**src/rtl/frac_div_monitor_pkg.sv**
```systemverilog
// Shared types and default constants for the fractional-divider pattern monitor.
package frac_div_monitor_pkg;

    // Tracking FSM states
    typedef enum logic [1:0] {
        ST_IDLE  = 2'd0,
        ST_ALIGN = 2'd1,
        ST_TRACK = 2'd2
    } state_e;

    // Default 8.7 ratio: three 8-cycle periods followed by seven 9-cycle periods
    localparam int DEF_DIV_E       = 32'sd8;
    localparam int DEF_DIV_O       = 32'sd9;
    localparam int DEF_N_E         = 32'sd3;
    localparam int DEF_N_O         = 32'sd7;
    localparam int DEF_LOCK_FRAMES = 32'sd2;

    // Measured rise-to-rise interval, saturating at its maximum value
    localparam int PERIOD_W = 32'sd5;
    typedef logic [PERIOD_W-1:0] period_t;
    localparam period_t PERIOD_MAX = 5'd31;

    // Saturating 8-bit increment used by the error counter
    function automatic logic [7:0] sat_inc8(input logic [7:0] v);
        if (v == 8'hFF) begin
            return v;
        end else begin
            return v + 8'd1;
        end
    endfunction

endpackage

```
**src/rtl/frac_div_monitor_edge_period_meter.sv**
```systemverilog
// Rise detector and rise-to-rise interval meter for the divided clock.
// A rise is only reported as a measurement while 'arm' is high, so the first
// rise after reset or after the tracker drops back to idle just re-arms.
module edge_period_meter
    import frac_div_monitor_pkg::*;
(
    input  logic    clk_in,
    input  logic    rst,
    input  logic    clk_div,
    input  logic    arm,
    output logic    rise,
    output logic    meas,
    output period_t pcnt,
    output period_t period_len,
    output logic    period_vld
);

    logic    clk_d_r;
    period_t pcnt_r;
    period_t period_len_r;
    logic    period_vld_r;

    assign rise       = clk_div & ~clk_d_r;
    assign meas       = rise & arm;
    assign pcnt       = pcnt_r;
    assign period_len = period_len_r;
    assign period_vld = period_vld_r;

    // Delay register, saturating interval counter and registered measurement
    always_ff @(posedge clk_in or negedge rst) begin
        if (!rst) begin
            clk_d_r      <= 1'b0;
            pcnt_r       <= 5'd0;
            period_len_r <= 5'd0;
            period_vld_r <= 1'b0;
        end else begin
            clk_d_r <= clk_div;
            if (rise) begin
                pcnt_r <= 5'd1;
            end else if (pcnt_r != PERIOD_MAX) begin
                pcnt_r <= pcnt_r + 5'd1;
            end else begin
                pcnt_r <= pcnt_r;
            end
            period_vld_r <= meas;
            if (meas) begin
                period_len_r <= pcnt_r;
            end else begin
                period_len_r <= period_len_r;
            end
        end
    end

endmodule

```
**src/rtl/frac_div_monitor.sv**
```systemverilog
// Fractional clock divider monitor: measures clk_div periods, aligns to the
// short/long frame pattern, tracks it period by period and reports lock,
// frame completion and mismatch/timeout errors.
module frac_div_monitor
    import frac_div_monitor_pkg::*;
#(
    parameter int DIV_E       = DEF_DIV_E,
    parameter int DIV_O       = DEF_DIV_O,
    parameter int N_E         = DEF_N_E,
    parameter int N_O         = DEF_N_O,
    parameter int LOCK_FRAMES = DEF_LOCK_FRAMES
)(
    input  logic       clk_in,
    input  logic       rst,
    input  logic       clk_div,
    output logic [4:0] period_len,
    output logic       period_vld,
    output logic       frame_done,
    output logic       locked,
    output logic       err,
    output logic [7:0] err_cnt
);

    localparam int FRAME_LEN = N_E + N_O;
    localparam int IDX_W     = (FRAME_LEN > 32'sd1) ? $clog2(FRAME_LEN) : 32'sd1;
    localparam int GF_W      = $clog2(LOCK_FRAMES + 32'sd1);

    localparam logic [IDX_W-1:0] IDX_LAST = IDX_W'(FRAME_LEN - 32'sd1);
    localparam logic [IDX_W-1:0] IDX_NE   = IDX_W'(N_E);
    localparam logic [IDX_W-1:0] IDX_ONE  = IDX_W'(32'sd1);
    localparam logic [GF_W-1:0]  GF_MAX   = GF_W'(LOCK_FRAMES);
    localparam logic [GF_W-1:0]  GF_ONE   = GF_W'(32'sd1);
    localparam period_t          LEN_E    = period_t'(DIV_E);
    localparam period_t          LEN_O    = period_t'(DIV_O);

    state_e           state_r, state_s;
    logic [IDX_W-1:0] idx_r, idx_s;
    logic [GF_W-1:0]  good_r, good_s;
    period_t          prev_r, prev_s;
    logic             locked_r, locked_s;
    logic             err_r, err_s;
    logic             fd_r, fd_s;
    logic [7:0]       err_cnt_r, err_cnt_s;

    logic             rise_s;
    logic             meas_s;
    logic             arm_s;
    logic             timeout_s;
    period_t          pcnt_s;
    period_t          exp_len_s;

    assign arm_s     = (state_r != ST_IDLE);
    assign timeout_s = (pcnt_s == PERIOD_MAX) & ~rise_s;
    assign exp_len_s = (idx_r < IDX_NE) ? LEN_E : LEN_O;

    edge_period_meter u_meter (
        .clk_in     (clk_in),
        .rst        (rst),
        .clk_div    (clk_div),
        .arm        (arm_s),
        .rise       (rise_s),
        .meas       (meas_s),
        .pcnt       (pcnt_s),
        .period_len (period_len),
        .period_vld (period_vld)
    );

    // Next-state, frame position, lock and error decisions
    always_comb begin
        state_s   = state_r;
        idx_s     = idx_r;
        good_s    = good_r;
        prev_s    = prev_r;
        locked_s  = locked_r;
        err_s     = 1'b0;
        fd_s      = 1'b0;
        err_cnt_s = err_cnt_r;
        case (state_r)
            ST_IDLE: begin
                prev_s = 5'd0;
                idx_s  = '0;
                if (rise_s) begin
                    state_s = ST_ALIGN;
                end else begin
                    state_s = ST_IDLE;
                end
            end
            ST_ALIGN: begin
                if (meas_s) begin
                    prev_s = pcnt_s;
                    // The only long-to-short transition marks the frame start
                    if ((pcnt_s == LEN_E) && (prev_r == LEN_O)) begin
                        state_s = ST_TRACK;
                        idx_s   = IDX_ONE;
                    end else begin
                        state_s = ST_ALIGN;
                    end
                end else if (timeout_s) begin
                    state_s   = ST_IDLE;
                    err_s     = 1'b1;
                    err_cnt_s = sat_inc8(err_cnt_r);
                    locked_s  = 1'b0;
                    good_s    = '0;
                end else begin
                    state_s = ST_ALIGN;
                end
            end
            ST_TRACK: begin
                if (meas_s) begin
                    if (pcnt_s == exp_len_s) begin
                        if (idx_r == IDX_LAST) begin
                            idx_s = '0;
                            fd_s  = 1'b1;
                            if (good_r != GF_MAX) begin
                                good_s = good_r + GF_ONE;
                            end else begin
                                good_s = good_r;
                            end
                            if (good_s == GF_MAX) begin
                                locked_s = 1'b1;
                            end else begin
                                locked_s = locked_r;
                            end
                        end else begin
                            idx_s = idx_r + IDX_ONE;
                        end
                    end else begin
                        // Mismatch: the bad measurement seeds re-alignment
                        state_s   = ST_ALIGN;
                        prev_s    = pcnt_s;
                        err_s     = 1'b1;
                        err_cnt_s = sat_inc8(err_cnt_r);
                        locked_s  = 1'b0;
                        good_s    = '0;
                    end
                end else if (timeout_s) begin
                    state_s   = ST_IDLE;
                    err_s     = 1'b1;
                    err_cnt_s = sat_inc8(err_cnt_r);
                    locked_s  = 1'b0;
                    good_s    = '0;
                end else begin
                    state_s = ST_TRACK;
                end
            end
            default: begin
                state_s = ST_IDLE;
            end
        endcase
    end

    // State and registered status outputs
    always_ff @(posedge clk_in or negedge rst) begin
        if (!rst) begin
            state_r   <= ST_IDLE;
            idx_r     <= '0;
            good_r    <= '0;
            prev_r    <= 5'd0;
            locked_r  <= 1'b0;
            err_r     <= 1'b0;
            fd_r      <= 1'b0;
            err_cnt_r <= 8'd0;
        end else begin
            state_r   <= state_s;
            idx_r     <= idx_s;
            good_r    <= good_s;
            prev_r    <= prev_s;
            locked_r  <= locked_s;
            err_r     <= err_s;
            fd_r      <= fd_s;
            err_cnt_r <= err_cnt_s;
        end
    end

    assign frame_done = fd_r;
    assign locked     = locked_r;
    assign err        = err_r;
    assign err_cnt    = err_cnt_r;

endmodule

```
**config.mk**
```make
export PLATFORM = sky130hd
export DESIGN_NAME = frac_div_monitor
export DESIGN_NICKNAME = d
export VERILOG_FILES = /design/src/rtl/frac_div_monitor_pkg.sv /design/src/rtl/frac_div_monitor_edge_period_meter.sv /design/src/rtl/frac_div_monitor.sv
export SDC_FILE = /design/constraint.sdc
export NUM_CORES = 1
export LEC_CHECK = 0
export CAP_MARGIN = 20
export CORE_ASPECT_RATIO = 0.5
export CORE_UTILIZATION = 45
export CTS_BUF_LIST = sky130_fd_sc_hd__clkbuf_16
export CTS_CLUSTER_SIZE = 24
export DETAILED_ROUTE_END_ITERATION = 12
export HOLD_SLACK_MARGIN = 0.02
export PLACE_DENSITY = 0.64
export SLEW_MARGIN = 20
export SYNTH_ARGS = -nofsm -noshare
export SYNTH_HDL_FRONTEND = slang
export SYNTH_HIERARCHICAL = 1
export SYNTH_SLANG_ARGS = --single-unit
export TNS_END_PERCENT = 5
```
**constraint.sdc**
```tcl
create_clock -name clk_in -period 2.7 [get_ports clk_in]
set_input_delay 0.675 -clock clk_in [delete_from_list [all_inputs] [get_ports clk_in]]
set_output_delay 0.675 -clock clk_in [all_outputs]
set_load 0.05 [all_outputs]
```
==> results.md, run 1 <==
* Worst path buffer plus inverter count at 3
* Crit-path slowest cell: clkdlybuf4s50_1
* Post-synth EDFFs at 0
* Pre-CTS setup slack at -115 ps
* Sw frac at 0.351
* Switching Power at 0.000676 W
* Power Density at ~800 nW/um2
* Netlist cell types at between 50 and 60
* Setup TNS Final at 0 ps
* DRC viols at 0
* Final setup margin at 170 ps
* Core area at about 4100 um2
* Post-Syn Area at between 2000 and 2500 um2
* Total gr overflow at 0
* # hold bufs at CTS at 0
* Fin util at 0.601
* Origin of the critical flop-to-flop path: state_r[0]$_DFFE_PN0P_
* Commonest non-fill, non-tap cell in the layout: dfrtp_1
* Most frequent cells in the layout: dfrtp_1 (36), nand2_1 (22), clkdlybuf4s50_1 (18)
* Hold WS at around 490 ps
* Max Cap Viol at 0
* Largest delay contributor family on the critical path: compound AO/OA/AOI/OAI gates
* Startpoint Class: input pin
* Min-Delay Path Class: input pin to asynchronous set/reset pin
* Initial antenna violation count at 0
* Clk buf depth at 2
* Die area at just under 5000 um2
* R2R cell count at 10
* Worst Path Max Fanout at 8
* Diodes inserted at 0
* Static Leak at 1.10 nW
* Worst EP arrival at around 2700 ps
* H-tree depth at 2
* First-pass GRT wire length at 7000 um
* Sequential power share at 0.393
* Clk_skew at between 3 and 4 ps
* CTS sink count at 36
* I/O pins at 20
* Gpl congestion at slightly above 0.8
* Min cycle time layout at between 2000 and 3000 ps
* Detailed Route WL at slightly above 4000 um
* Vias at between 1500 and 2000
* CP Cell Sequence: clkdlybuf4s50_1 > nor2b_4 > nand2_4 > inv_1 > buf_4 > nand4_2 > a221oi_4 > o21ai_1 > a22o_1
* Comb pwr share at 0.331
* Slew headroom at 0.466
* CP Capture Type: register
* CTS tree: done
* Clock power share at 0.276
* 1st-pass router iterations at 4
* YS warnings at 6
* Port bufs at 19
* Reg clk slew, reported paths at around 50 ps
* Die width at a little under 100 um
* Worst stage delay on the critical path at ~480 ps
* Nets@finish at roughly 240
* Status: finished clean
* Critical Path RT at between 2000 and 3000 ps
* Clock latency on the worst-skew pair at roughly 270 ps
* P_int at 0.00125 W
* Hpwl dp at roughly 2900 um
* Syn avg cell area at between 10 and 15 um2
* Hold Violations, Final at 0
* RSZ-0062 raised after global routing: false
* FP Rows at 16
* R2R Path End: idx_r[2]$_DFFE_PN0P_
* PostCTS Resize Cnt at 0
* Initial Utilization at 0.496
* Drt via density at around 5.4
* Dpl cell area at between 2000 and 2500 um2
* Avg WL per Cell at 14.7 um
* CTS Buf Count at 5
* Final setup fails at 0
* Setup slack, reg-to-reg at ~430 ps
* Die H at about 50 um
* DRT iter0 DRCs at 66
* Post-DRT Antenna Nets at 0
* CP Class: input pin to register
* Final period util at 0.937
* Synth Flop Type: dfrtp_1
* Post-Synthesis Cells at approximately 190
* Post-CTS Setup Bufs at 0
* Gr usage total at 0.186
* Largest net degree at the start of global routing at 37
* Vias in the first global route at about 1500
* Share of the yosys chip area belonging to registers at 0.441
* Peak VDD IR at approximately 420 uV
* Syn nets at 205
* Fill cells at ~350
* Slew at the pin closest to its max-slew limit at between 800 and 900 ps
* Fmax at slightly below 0.4 GHz
* Register bit total from synthesis at 36
* Design area at around 2500 um2
* Slew Viols, Final at 0
* Async SR Flop Fraction at 1.00
* Area Growth Syn to Fin at 21.2%
* Proportion of layout cells with a drive suffix above 1 at 0.153
* Root Buffer: clkbuf_16
==> registers in the layout (all words and copies together), names as in the netlist <==
name,flops
err_cnt,8
prev_r,5
u_meter/pcnt,5
u_meter/period_len,5
idx_r,4
good_r,2
state_r,2
err,1
frame_done,1
locked,1
u_meter/clk_d_r,1
u_meter/period_vld,1
==> logic make-up after synthesis <==
logic type               synth area share
AO/OA/AOI/OAI                       0.133
XOR/XNOR                           0.0171
adder cells (fa/ha/maj)            0.0673
buffers and inverters              0.0386
flip-flops                          0.441
multiplexers                        0.109
AND/OR/NAND/NOR                     0.195
==> metal layers <==
| layer | track usage | vias to the layer above | routed length (um) |
|---|---|---|---|
| li1 | - | 734 | - |
| met1 | 0.272 | 742 | 2190 |
| met2 | 0.269 | 23 | 1670 |
| met3 | 0.0511 | 4 | 148 |
| met4 | 0.0539 | 0 | 40 |
| met5 | 0 | - | 0 |
==> cell type report <==
type,count,area [um2],share of cell area
clock inverter,2,7.51,0.00303
inverter,14,52.6,0.0212
clock buffer,5,125,0.0505
timing repair buffer,29,260,0.105
multi-input combinational,136,1060,0.430
tap,54,67.6,0.0273
sequential,36,901,0.363
==> Yosys cell counts (all sizes together), types with 2 or more instances <==
master  count  area [um2]
a21boi      3        22.5
a21o        2        15.0
a21oi       6        33.8
a32o        2        20.0
and3        2        12.5
clkbuf      4        15.0
dfrtp      36         901
ha         11         138
inv        14        52.6
mux2       11         143
mux2i       8        80.1
nand2      23        93.8
nand2b      3        18.8
nand3       8        40.0
nand3b      3        22.5
nand4       2        18.8
nor2       13        51.3
nor2b       2        20.0
nor3        3        15.0
nor3b       2        20.0
nor4b       2        38.8
o21ai       8        40.0
o31ai       2        28.8
xor2        3        26.3
==> through the flow <==
step / power, W / cells
global route: 0.00203 / 276
floorplan: 0.00122 / 191
detailed placement: 0.00140 / 269
CTS: 0.00193 / 276
global placement: 0.00139 / 269
finish: 0.00193 / 276
==> how the worst max path moves through the flow <==
stage,slack (ps),cells after the start,to,start
global route,20,9,idx_r[2]$_DFFE_PN0P_,clk_div
CTS,170,9,idx_r[2]$_DFFE_PN0P_,clk_div
finish,170,9,idx_r[2]$_DFFE_PN0P_,clk_div
floorplan,140,10,err_cnt[6]$_DFFE_PN0P_,clk_div
global placement,-60,9,err_cnt[6]$_DFFE_PN0P_,clk_div
detailed placement,-120,9,err_cnt[6]$_DFFE_PN0P_,clk_div
==> power by group through the flow <==
stage	Sequential (W)	Combinational [W]	Clock, W
floorplan	0.000852	0.000364	0
global placement	0.000758	0.000629	0
detailed placement	0.000761	0.000636	0
CTS	0.000753	0.000639	0.000541
global route	0.000771	0.000691	0.000565
finish	0.000757	0.000637	0.000532
Note: power is estimated with default switching activity, not from simulation.
==> run 2, diff against run 1 <==
--- a/config.mk
+++ b/config.mk
@@ -8,11 +8,12 @@
 export CAP_MARGIN = 20
 export CORE_ASPECT_RATIO = 0.5
 export CORE_UTILIZATION = 45
-export CTS_BUF_LIST = sky130_fd_sc_hd__clkbuf_16
+export CTS_BUF_LIST = sky130_fd_sc_hd__clkbuf_2
 export CTS_CLUSTER_SIZE = 24
 export DETAILED_ROUTE_END_ITERATION = 12
 export HOLD_SLACK_MARGIN = 0.02
 export PLACE_DENSITY = 0.64
+export SKIP_LAST_GASP = 1
 export SLEW_MARGIN = 20
 export SYNTH_ARGS = -nofsm -noshare
 export SYNTH_HDL_FRONTEND = slang
==> run 2 against run 1 <==
Core utilization is 2.4 points lower. Count of clock-buffer cells in the layout stayed put. Sequential power is 0.8% lower. Sequential cell count stayed put. Clock power is 57% lower. Non-clock buffer count stayed put. Routed wire length is 2.4% lower. Power is 16% lower. Sequential share of layout area is 1.5 points higher. Critical path depth stayed put.
==> results.md, run 2 (synthesis results as in run 1) <==
* Status: finished clean
* Final setup margin at ~280 ps
* Initial antenna violation count at 0
* Worst stage delay on the critical path at roughly 480 ps
* Fmax at a little over 0.4 GHz
* Total gr overflow at 0
* CTS sink count at 36
* Sw frac at 0.399
* Largest net degree at the start of global routing at 37
* FP Rows at 16
* Die H at about 50 um
* Slew Viols, Final at 0
* H-tree depth at 2
* Gpl congestion at 0.808
* Comb pwr share at 0.394
* Commonest non-fill, non-tap cell in the layout: dfrtp_1
* CP Class: input pin to register
* I/O pins at 20
* Startpoint Class: input pin
* Static Leak at ~1.1 nW
* Final setup fails at 0
* Max FFs per register at 8
* Hold Violations, Final at 0
* R2R cell count at 10
* Avg WL per Cell at 14.3 um
* DRC viols at 0
* Gr usage total at 0.184
* Overall Power at around 0.0016 W
* Reg clk slew, reported paths at 170 ps
* Root Buffer: clkbuf_2
* Slew headroom at 0.471
* Diodes inserted at 0
* CTS tree: done
* Final period util at 0.895
* Hpwl dp at 2890 um
* Most frequent cells in the layout: dfrtp_1 (36), nand2_1 (22), clkdlybuf4s50_1 (18)
* Drt via density at ~5.5
* CP Capture Type: register
* RSZ-0062 raised after global routing: false
* Max Used Layer: met4
* Met2 wire len at ~1700 um
* Detailed Route WL at roughly 4000 um
* Post-DRT Antenna Nets at 0
* Setup crit start: clk_div
* Vias in the first global route at 1479
* Peak VDD IR at 405 uV
* Worst Path Max Fanout at 8
* Area Growth Syn to Fin at 16.3%
* Nets@finish at between 200 and 250
* Min cycle time layout at 2420 ps
* Sequential power share at 0.465
* Pre-CTS setup slack at -115 ps
* Core area at 4120 um2
* Clk_skew at 14.8 ps
* # hold bufs at CTS at 0
* Cell count after placement at approximately 270
* R2R Path End: idx_r[2]$_DFFE_PN0P_
* Worst EP arrival at 2690 ps
* Slew at the pin closest to its max-slew limit at slightly below 800 ps
* CTS Buf Count at 5
* Vias at ~1500
* 1st-pass router iterations at 4
* PostCTS Resize Cnt at 0
* Hold WS at 359 ps
* Power Density at about 680 nW/um2
* WL met1 at ~2100 um
* Port bufs at 19
* Post-CTS Setup Bufs at 0
* Die area at around 4800 um2
* Critical Path RT at a little under 3000 ps
* Crit-path slowest cell: clkdlybuf4s50_1
* Origin of the critical flop-to-flop path: state_r[0]$_DFFE_PN0P_
* Non-filler cells, final at 276
* Setup slack, reg-to-reg at about 400 ps
* Max Cap Viol at 0
* Initial Utilization at 0.496
* Clk buf depth at 2
* Switching Power at ~0.00064 W
* CP Capture Point: idx_r[2]$_DFFE_PN0P_
* Clock power share at 0.141
* Proportion of layout cells with a drive suffix above 1 at 0.153
* WL met3 at 136 um
* Min-Delay Path Class: input pin to asynchronous set/reset pin
* CP Cell Sequence: clkdlybuf4s50_1 > nor2b_4 > nand2_4 > inv_1 > buf_4 > nand4_2 > a221oi_4 > o21ai_1 > a22o_1
* P_int at between 0.0009 and 0.001 W
* Clock latency on the worst-skew pair at around 370 ps
* Die width at approximately 100 um
* First-pass GRT wire length at 6970 um
* Fin util at 0.577
* DRT iter0 DRCs at 60
-- run 2: area by class of cell --
class	instances	area, um2
clock buffers	5	25.0
clock inverters	2	7.51
fillers	371	1750
inverters	14	52.6
multi-input cells	136	1060
flip-flops and latches	36	901
well taps	54	67.6
repair buffers	29	260
-- run 2: worst max-delay path: cells and delay by family --
family	cells	cell delay, ps
AO/OA/AOI/OAI	3	830
AND/OR/NAND/NOR	3	370
buffers and inverters	3	820
-- run 2: through the flow --
| stage | setup TNS (ps) | instance area (um2) |
|---|---|---|
| floorplan | 0 | 2040 |
| global placement | -240 | 2350 |
| detailed placement | -639 | 2350 |
| CTS | 0 | 2380 |
| global route | 0 | 2380 |
| finish | 0 | 2380 |
-- run 2: power groups by stage --
stage | Combinational, W | Sequential (W) | Clock (W)
2_1_floorplan | 0.000364 | 0.000852 | 0
3_3_place_gp | 0.000629 | 0.000758 | 0
3_5_place_dp | 0.000636 | 0.000761 | 0
4_1_cts | 0.000639 | 0.000751 | 0.000239
5_1_grt | 0.000692 | 0.000769 | 0.000263
6_report | 0.000637 | 0.000751 | 0.000227
-- run 2: worst min-delay path by stage --
stage / from / endpoint / slack (ps) / cells after the start
floorplan: rst / err$_DFF_PN0_ / 380 / 0
global placement: good_r[0]$_DFFE_PN0P_ / good_r[0]$_DFFE_PN0P_ / 480 / 1
detailed placement: good_r[0]$_DFFE_PN0P_ / good_r[0]$_DFFE_PN0P_ / 480 / 1
CTS: rst / err_cnt[5]$_DFFE_PN0P_ / 360 / 1
global route: rst / err_cnt[3]$_DFFE_PN0P_ / 390 / 1
finish: rst / err_cnt[3]$_DFFE_PN0P_ / 360 / 1
-- run 2: layer usage --
layer  track usage  vias to the layer above
li1              -                      736
met1         0.272                      749
met2         0.262                       20
met3        0.0511                        7
met4        0.0539                        0
met5             0                        -
==> run 3, diff against run 2 <==
--- a/config.mk
+++ b/config.mk
@@ -9,6 +9,7 @@
 export CORE_ASPECT_RATIO = 0.5
 export CORE_UTILIZATION = 45
 export CTS_BUF_LIST = sky130_fd_sc_hd__clkbuf_2
+export CTS_CLUSTER_DIAMETER = 150
 export CTS_CLUSTER_SIZE = 24
 export DETAILED_ROUTE_END_ITERATION = 12
 export HOLD_SLACK_MARGIN = 0.02
==> results of run 3 <==
Same layout as run 2: the final DEF is identical, and so are final timing and power.
==> RTL edit 1, RTL diff (settings of run 2) <==
The 3 states of `state_e` get a one-hot encoding in 3 bits.
--- a/src/rtl/frac_div_monitor_pkg.sv
+++ b/src/rtl/frac_div_monitor_pkg.sv
@@ -2,10 +2,10 @@
 package frac_div_monitor_pkg;
 
     // Tracking FSM states
-    typedef enum logic [1:0] {
-        ST_IDLE  = 2'd0,
-        ST_ALIGN = 2'd1,
-        ST_TRACK = 2'd2
+    typedef enum logic [2:0] {
+        ST_IDLE  = 3'b001,
+        ST_ALIGN = 3'b010,
+        ST_TRACK = 3'b100
     } state_e;
 
     // Default 8.7 ratio: three 8-cycle periods followed by seven 9-cycle periods
Formal check against the unedited RTL: same outputs for any inputs over 10 cycles, from zero or initial values and one cycle with rst low; not proved beyond that.
==> RTL edit 1 against run 2 <==
  * Register-to-register slack lost 0.20 ns
  * Non-clock buffer count grew 6
  * Final area rose by 0.74%
  * Worst setup slack got worse by 0.083 ns
  * Largest power group unchanged
  * Sequential cell count grew 1
  * Power is 11% lower
  * Die area down 2.3%
  * Clock power rose by 49%
  * Synthesized cell count fell by 7.3%
  * Routed wire length grew 1.3%
  * Area after synthesis fell by 2.4%
  * Count of clock-buffer cells in the layout increased by 1
  * Critical endpoint is now err_cnt[6]$_DFFE_PN0P_
  * Clock skew shrank 0.0058 ns
  * Highest routed layer unchanged
==> RTL edit 1: results <==
export IMPL_final_nets=222
export IMPL_placed_cells=260
export IMPL_route_met2_wl_um=1670
export IMPL_use_met1_pct=27.7
export IMPL_avgViaCountPerCell=5.60
export IMPL_path_max_fanout=4
export IMPL_io_buffers=19
export IMPL_yosys_top_cells_area="dfrtp_1 45%, ha_1 3.8%, mux2_4 3.8%"
export IMPL_dp_hpwl_um=2840
export IMPL_max_stage_delay_ns=0.56
export IMPL_hold_path_class="in2async"
export IMPL_synth_warnings=6
export IMPL_layout_cells_non_filler=268
export IMPL_finClkSkew_ns=0.00904
export IMPL_gp_congestion=0.843
export IMPL_grt_max_degree=38
export IMPL_peakVddDrop_mv=0.404
export IMPL_wl_met3_um=165
export IMPL_top_layer_used="met4"
export IMPL_m1WireLength_um=2130
export IMPL_drive_gt1_share_pct=22.9
export IMPL_grt_pass1_wl_um=6640
export IMPL_synth_avg_cell_area_um2=11.3
export IMPL_drt_iter0_markers=57
export IMPL_cts_root_buf="clkbuf_2"
export IMPL_met2_usage_pct=27.2
export IMPL_outcome="completed"
export IMPL_clockBufferDepth=2
export IMPL_cts_resized_gates=0
export IMPL_synth_distinct_cells=54
export IMPL_crit_family="simple AND/OR/NAND/NOR gates"
export IMPL_fill_cells=348
export IMPL_grt_pass1_vias=1395
export IMPL_largest_reg_flops=8
export IMPL_yosysSeqAreaShare_pct=46.5
export IMPL_grt_use_total_pct=18.9
export IMPL_drt_pass1_iterations=4
export IMPL_leakagePower_uw=0.00112
export IMPL_crit_slowest_cell="dfstp_2"
export IMPL_dp_slack_ns=0.00472
export IMPL_slew_headroom_pct=44.4
export IMPL_antenna_found_initial=0
export IMPL_setup_ws_ns=0.202
export IMPL_synth_common_cells="36 x dfrtp_1, 10 x nand3_1, 8 x nand2_1"
export IMPL_path_clk_slew_ns=0.18
export IMPL_met3_usage_pct=5.14
export IMPL_synth_main_ff_cell="dfrtp_1"
export IMPL_r2r_cells=7
export IMPL_cts_buffers=5
export IMPL_wire_per_inst_um=14.9
export IMPL_htree_levels=2
export IMPL_synthesis_nets=186
-- RTL edit 1: layout make-up --
cell class	count	area share, %
inverters	6	0.940
clock inverters	2	1.41
clock buffers	6	1.25
repair buffers	35	12.7
flip-flops and latches	37	38.7
multi-input cells	128	42.1
well taps	54	2.82
-- RTL edit 1: cells by family (layout without fill, tap and decap cells) --
family                   count (synthesis)  in the layout  share of synthesized area, %
multiplexers                            11             11                          7.02
flip-flops                              37             37                          46.5
AO/OA/AOI/OAI                           32             32                          12.1
XOR/XNOR                                 8              8                          3.51
adder cells (fa/ha/maj)                  6              6                          3.76
AND/OR/NAND/NOR                         71             71                          23.9
buffers and inverters                   12             49                          3.26
-- RTL edit 1: worst paths after layout --
check	startpoint	end	slack (ns)
max	state_r[0]$_DFFE_PN1P_	err_cnt[6]$_DFFE_PN0P_	0.20
min	rst	u_meter/period_len[1]$_DFFE_PN0P_	0.37
max reg2reg	state_r[0]$_DFFE_PN1P_	err_cnt[6]$_DFFE_PN0P_	0.20
min reg2reg	prev_r[1]$_DFFE_PN0P_	prev_r[1]$_DFFE_PN0P_	0.51
max in group asynchronous	rst	good_r[1]$_DFFE_PN0P_	1.82
min in group clk_in	prev_r[1]$_DFFE_PN0P_	prev_r[1]$_DFFE_PN0P_	0.51
-- RTL edit 1: per-stage QoR --
stage | total power (uW) | hold WS [ns] | instance area, um2 | util (%)
finish | 1440 | 0.367 | 2400 | 59.0
global route | 1520 | 0.383 | 2400 | 59.0
CTS | 1460 | 0.372 | 2400 | 59.0
detailed placement | 1120 | 0.474 | 2330 | 57.4
global placement | 1110 | 0.466 | 2330 | 57.4
floorplan | 977 | 0.379 | 2000 | -
-- RTL edit 1: report_power, final --
group / internal (uW) / switching (uW)
registers: 621 / 73.6
logic: 175 / 234
clock network: 158 / 181
==> RTL edit 2, RTL diff (settings of run 2) <==
Made on the original files. `DEF_DIV_E`: 32'sd8 -> 32'sd6.
--- a/src/rtl/frac_div_monitor_pkg.sv
+++ b/src/rtl/frac_div_monitor_pkg.sv
@@ -9,7 +9,7 @@
     } state_e;
 
     // Default 8.7 ratio: three 8-cycle periods followed by seven 9-cycle periods
-    localparam int DEF_DIV_E       = 32'sd8;
+    localparam int DEF_DIV_E       = 32'sd6;
     localparam int DEF_DIV_O       = 32'sd9;
     localparam int DEF_N_E         = 32'sd3;
     localparam int DEF_N_O         = 32'sd7;
Check against the original RTL: same outputs for any inputs over 10 cycles, from zero or initial values and one cycle with rst low; that may be too few to reach the edited logic, so the function may still have changed.
==> RTL edit 2 against run 2 <==
  * Worst setup slack improved by 0.081 ns
  * Die area decreased by 0.83%
  * Count of clock-buffer cells in the layout unchanged
  * Final area increased by 0.58%
  * Utilization increased by 0.62 points
  * Power increased by 32%
  * Routed wire length increased by 1.4%
  * Sequential cell count unchanged
  * Area after synthesis decreased by 0.86%
==> RTL edit 2: results <==
export IMPL_outcome="completed"
export IMPL_path_clk_slew_ns=0.19
export IMPL_grt_use_total_pct=18.5
export IMPL_synth_common_cells="36 x dfrtp_1, 14 x inv_1, 14 x nand2_1"
export IMPL_hold_depth=2
export IMPL_r2r_slack_ns=0.53
export IMPL_min_from="prev_r[3]$_DFFE_PN0P_"
export IMPL_dp_slack_ns=0.122
export IMPL_wl_met3_um=206
export IMPL_largest_reg_flops=8
export IMPL_hold_end="prev_r[3]$_DFFE_PN0P_"
export IMPL_antenna_found_initial=0
export IMPL_leakagePower_uw=0.00111
export IMPL_crit_arrival_ns=1.66
export IMPL_r2r_start="idx_r[0]$_DFFE_PN0P_"
export IMPL_path_max_fanout=5
export IMPL_drt_iter0_markers=87
export IMPL_cp_required_ns=2.03
export IMPL_wire_per_inst_um=14.8
export IMPL_worst_slew_pin_slew_ns=0.498
export IMPL_final_nets=230
export IMPL_m1WireLength_um=1950
export IMPL_yosysSeqAreaShare_pct=44.4
export IMPL_route_met2_wl_um=1830
export IMPL_avgViaCountPerCell=5.55
export IMPL_clockBufferDepth=2
export IMPL_synth_warnings=6
export IMPL_synthesis_nets=199
export IMPL_yosys_top_cells_area="dfrtp_1 44%, ha_1 6.8%, mux2i_1 4.0%"
export IMPL_crit_family="buffers and inverters"
export IMPL_finClkSkew_ns=0.0134
export IMPL_max_stage_delay_ns=0.82
export IMPL_grt_pass1_wl_um=6910
export IMPL_dp_hpwl_um=2820
export IMPL_async_flop_share_pct=100
export IMPL_place_area_um2=2330
export IMPL_gp_congestion=0.816
export IMPL_crit_path_start="err_cnt[4]$_DFFE_PN0P_"
export IMPL_synth_distinct_cells=47
export IMPL_n_antenna_cell=0
export IMPL_endpoint="err_cnt[4]"
export IMPL_p_sw_uw=905
export IMPL_r2r_end="prev_r[2]$_DFFE_PN0P_"
export IMPL_drive_gt1_share_pct=17.5
export IMPL_insertion_delay_ns=0.38
export IMPL_hold_path_class="reg2reg"
export IMPL_cts_buffers=5
export IMPL_drt_pass1_iterations=4
export IMPL_peakVddDrop_mv=0.517
export IMPL_r2r_cells=6
[RTL edit 2: cell types whose count changed in the layout (fill, tap and decap cells not counted), sizes merged, moves of 3 or more]
cell / delta
a21oi: -4
and3: +5
nand2: -8
xnor2: +3
[RTL edit 2: cells by family (layout without fill, tap and decap cells)]
| group | count (synthesis) | in the layout | share of synthesized area, % |
|---|---|---|---|
| DFF | 36 | 36 | 44.4 |
| xor gates and xnor gates | 6 | 6 | 2.59 |
| muxes | 18 | 18 | 10.4 |
| adders and majority gates | 11 | 11 | 6.79 |
| buffers and inverters | 18 | 50 | 3.70 |
| AOI/OAI and AO/OA | 33 | 33 | 12.8 |
| and+or+nand+nor | 63 | 63 | 19.3 |
[RTL edit 2: power groups by stage]
stage | Combinational (uW) | Sequential (uW) | Clock (uW)
detailed placement | 967 | 847 | 0
floorplan | 478 | 1040 | 0
global route | 1040 | 860 | 370
finish | 969 | 833 | 335
global placement | 958 | 841 | 0
CTS | 977 | 836 | 346
[RTL edit 2: cell type report]
type,instances,area [um2],area share [%]
Timing Repair Buffer,28,258,10.8
Clock inverter,3,37.5,1.57
Clock buffer,5,25.0,1.05
Sequential cell,36,901,37.7
Tap cell,54,67.6,2.82
Inverter,14,52.6,2.20
Multi-Input combinational cell,131,1050,43.9
[RTL edit 2: metal layers]
| layer | up-vias | global-route usage, % |
|---|---|---|
| met2 | 36 | 29.9 |
| met4 | 0 | 5.97 |
| li1 | 723 | - |
| met5 | - | 0 |
| met3 | 4 | 5.67 |
| met1 | 741 | 23.9 |
[RTL edit 2: through the flow]
step,std cells,hold slack (ns)
after floorplan,185,0.379
after detailed placement,263,0.490
after global placement,263,0.488
after global routing,271,0.558
after CTS,271,0.528
final,271,0.524
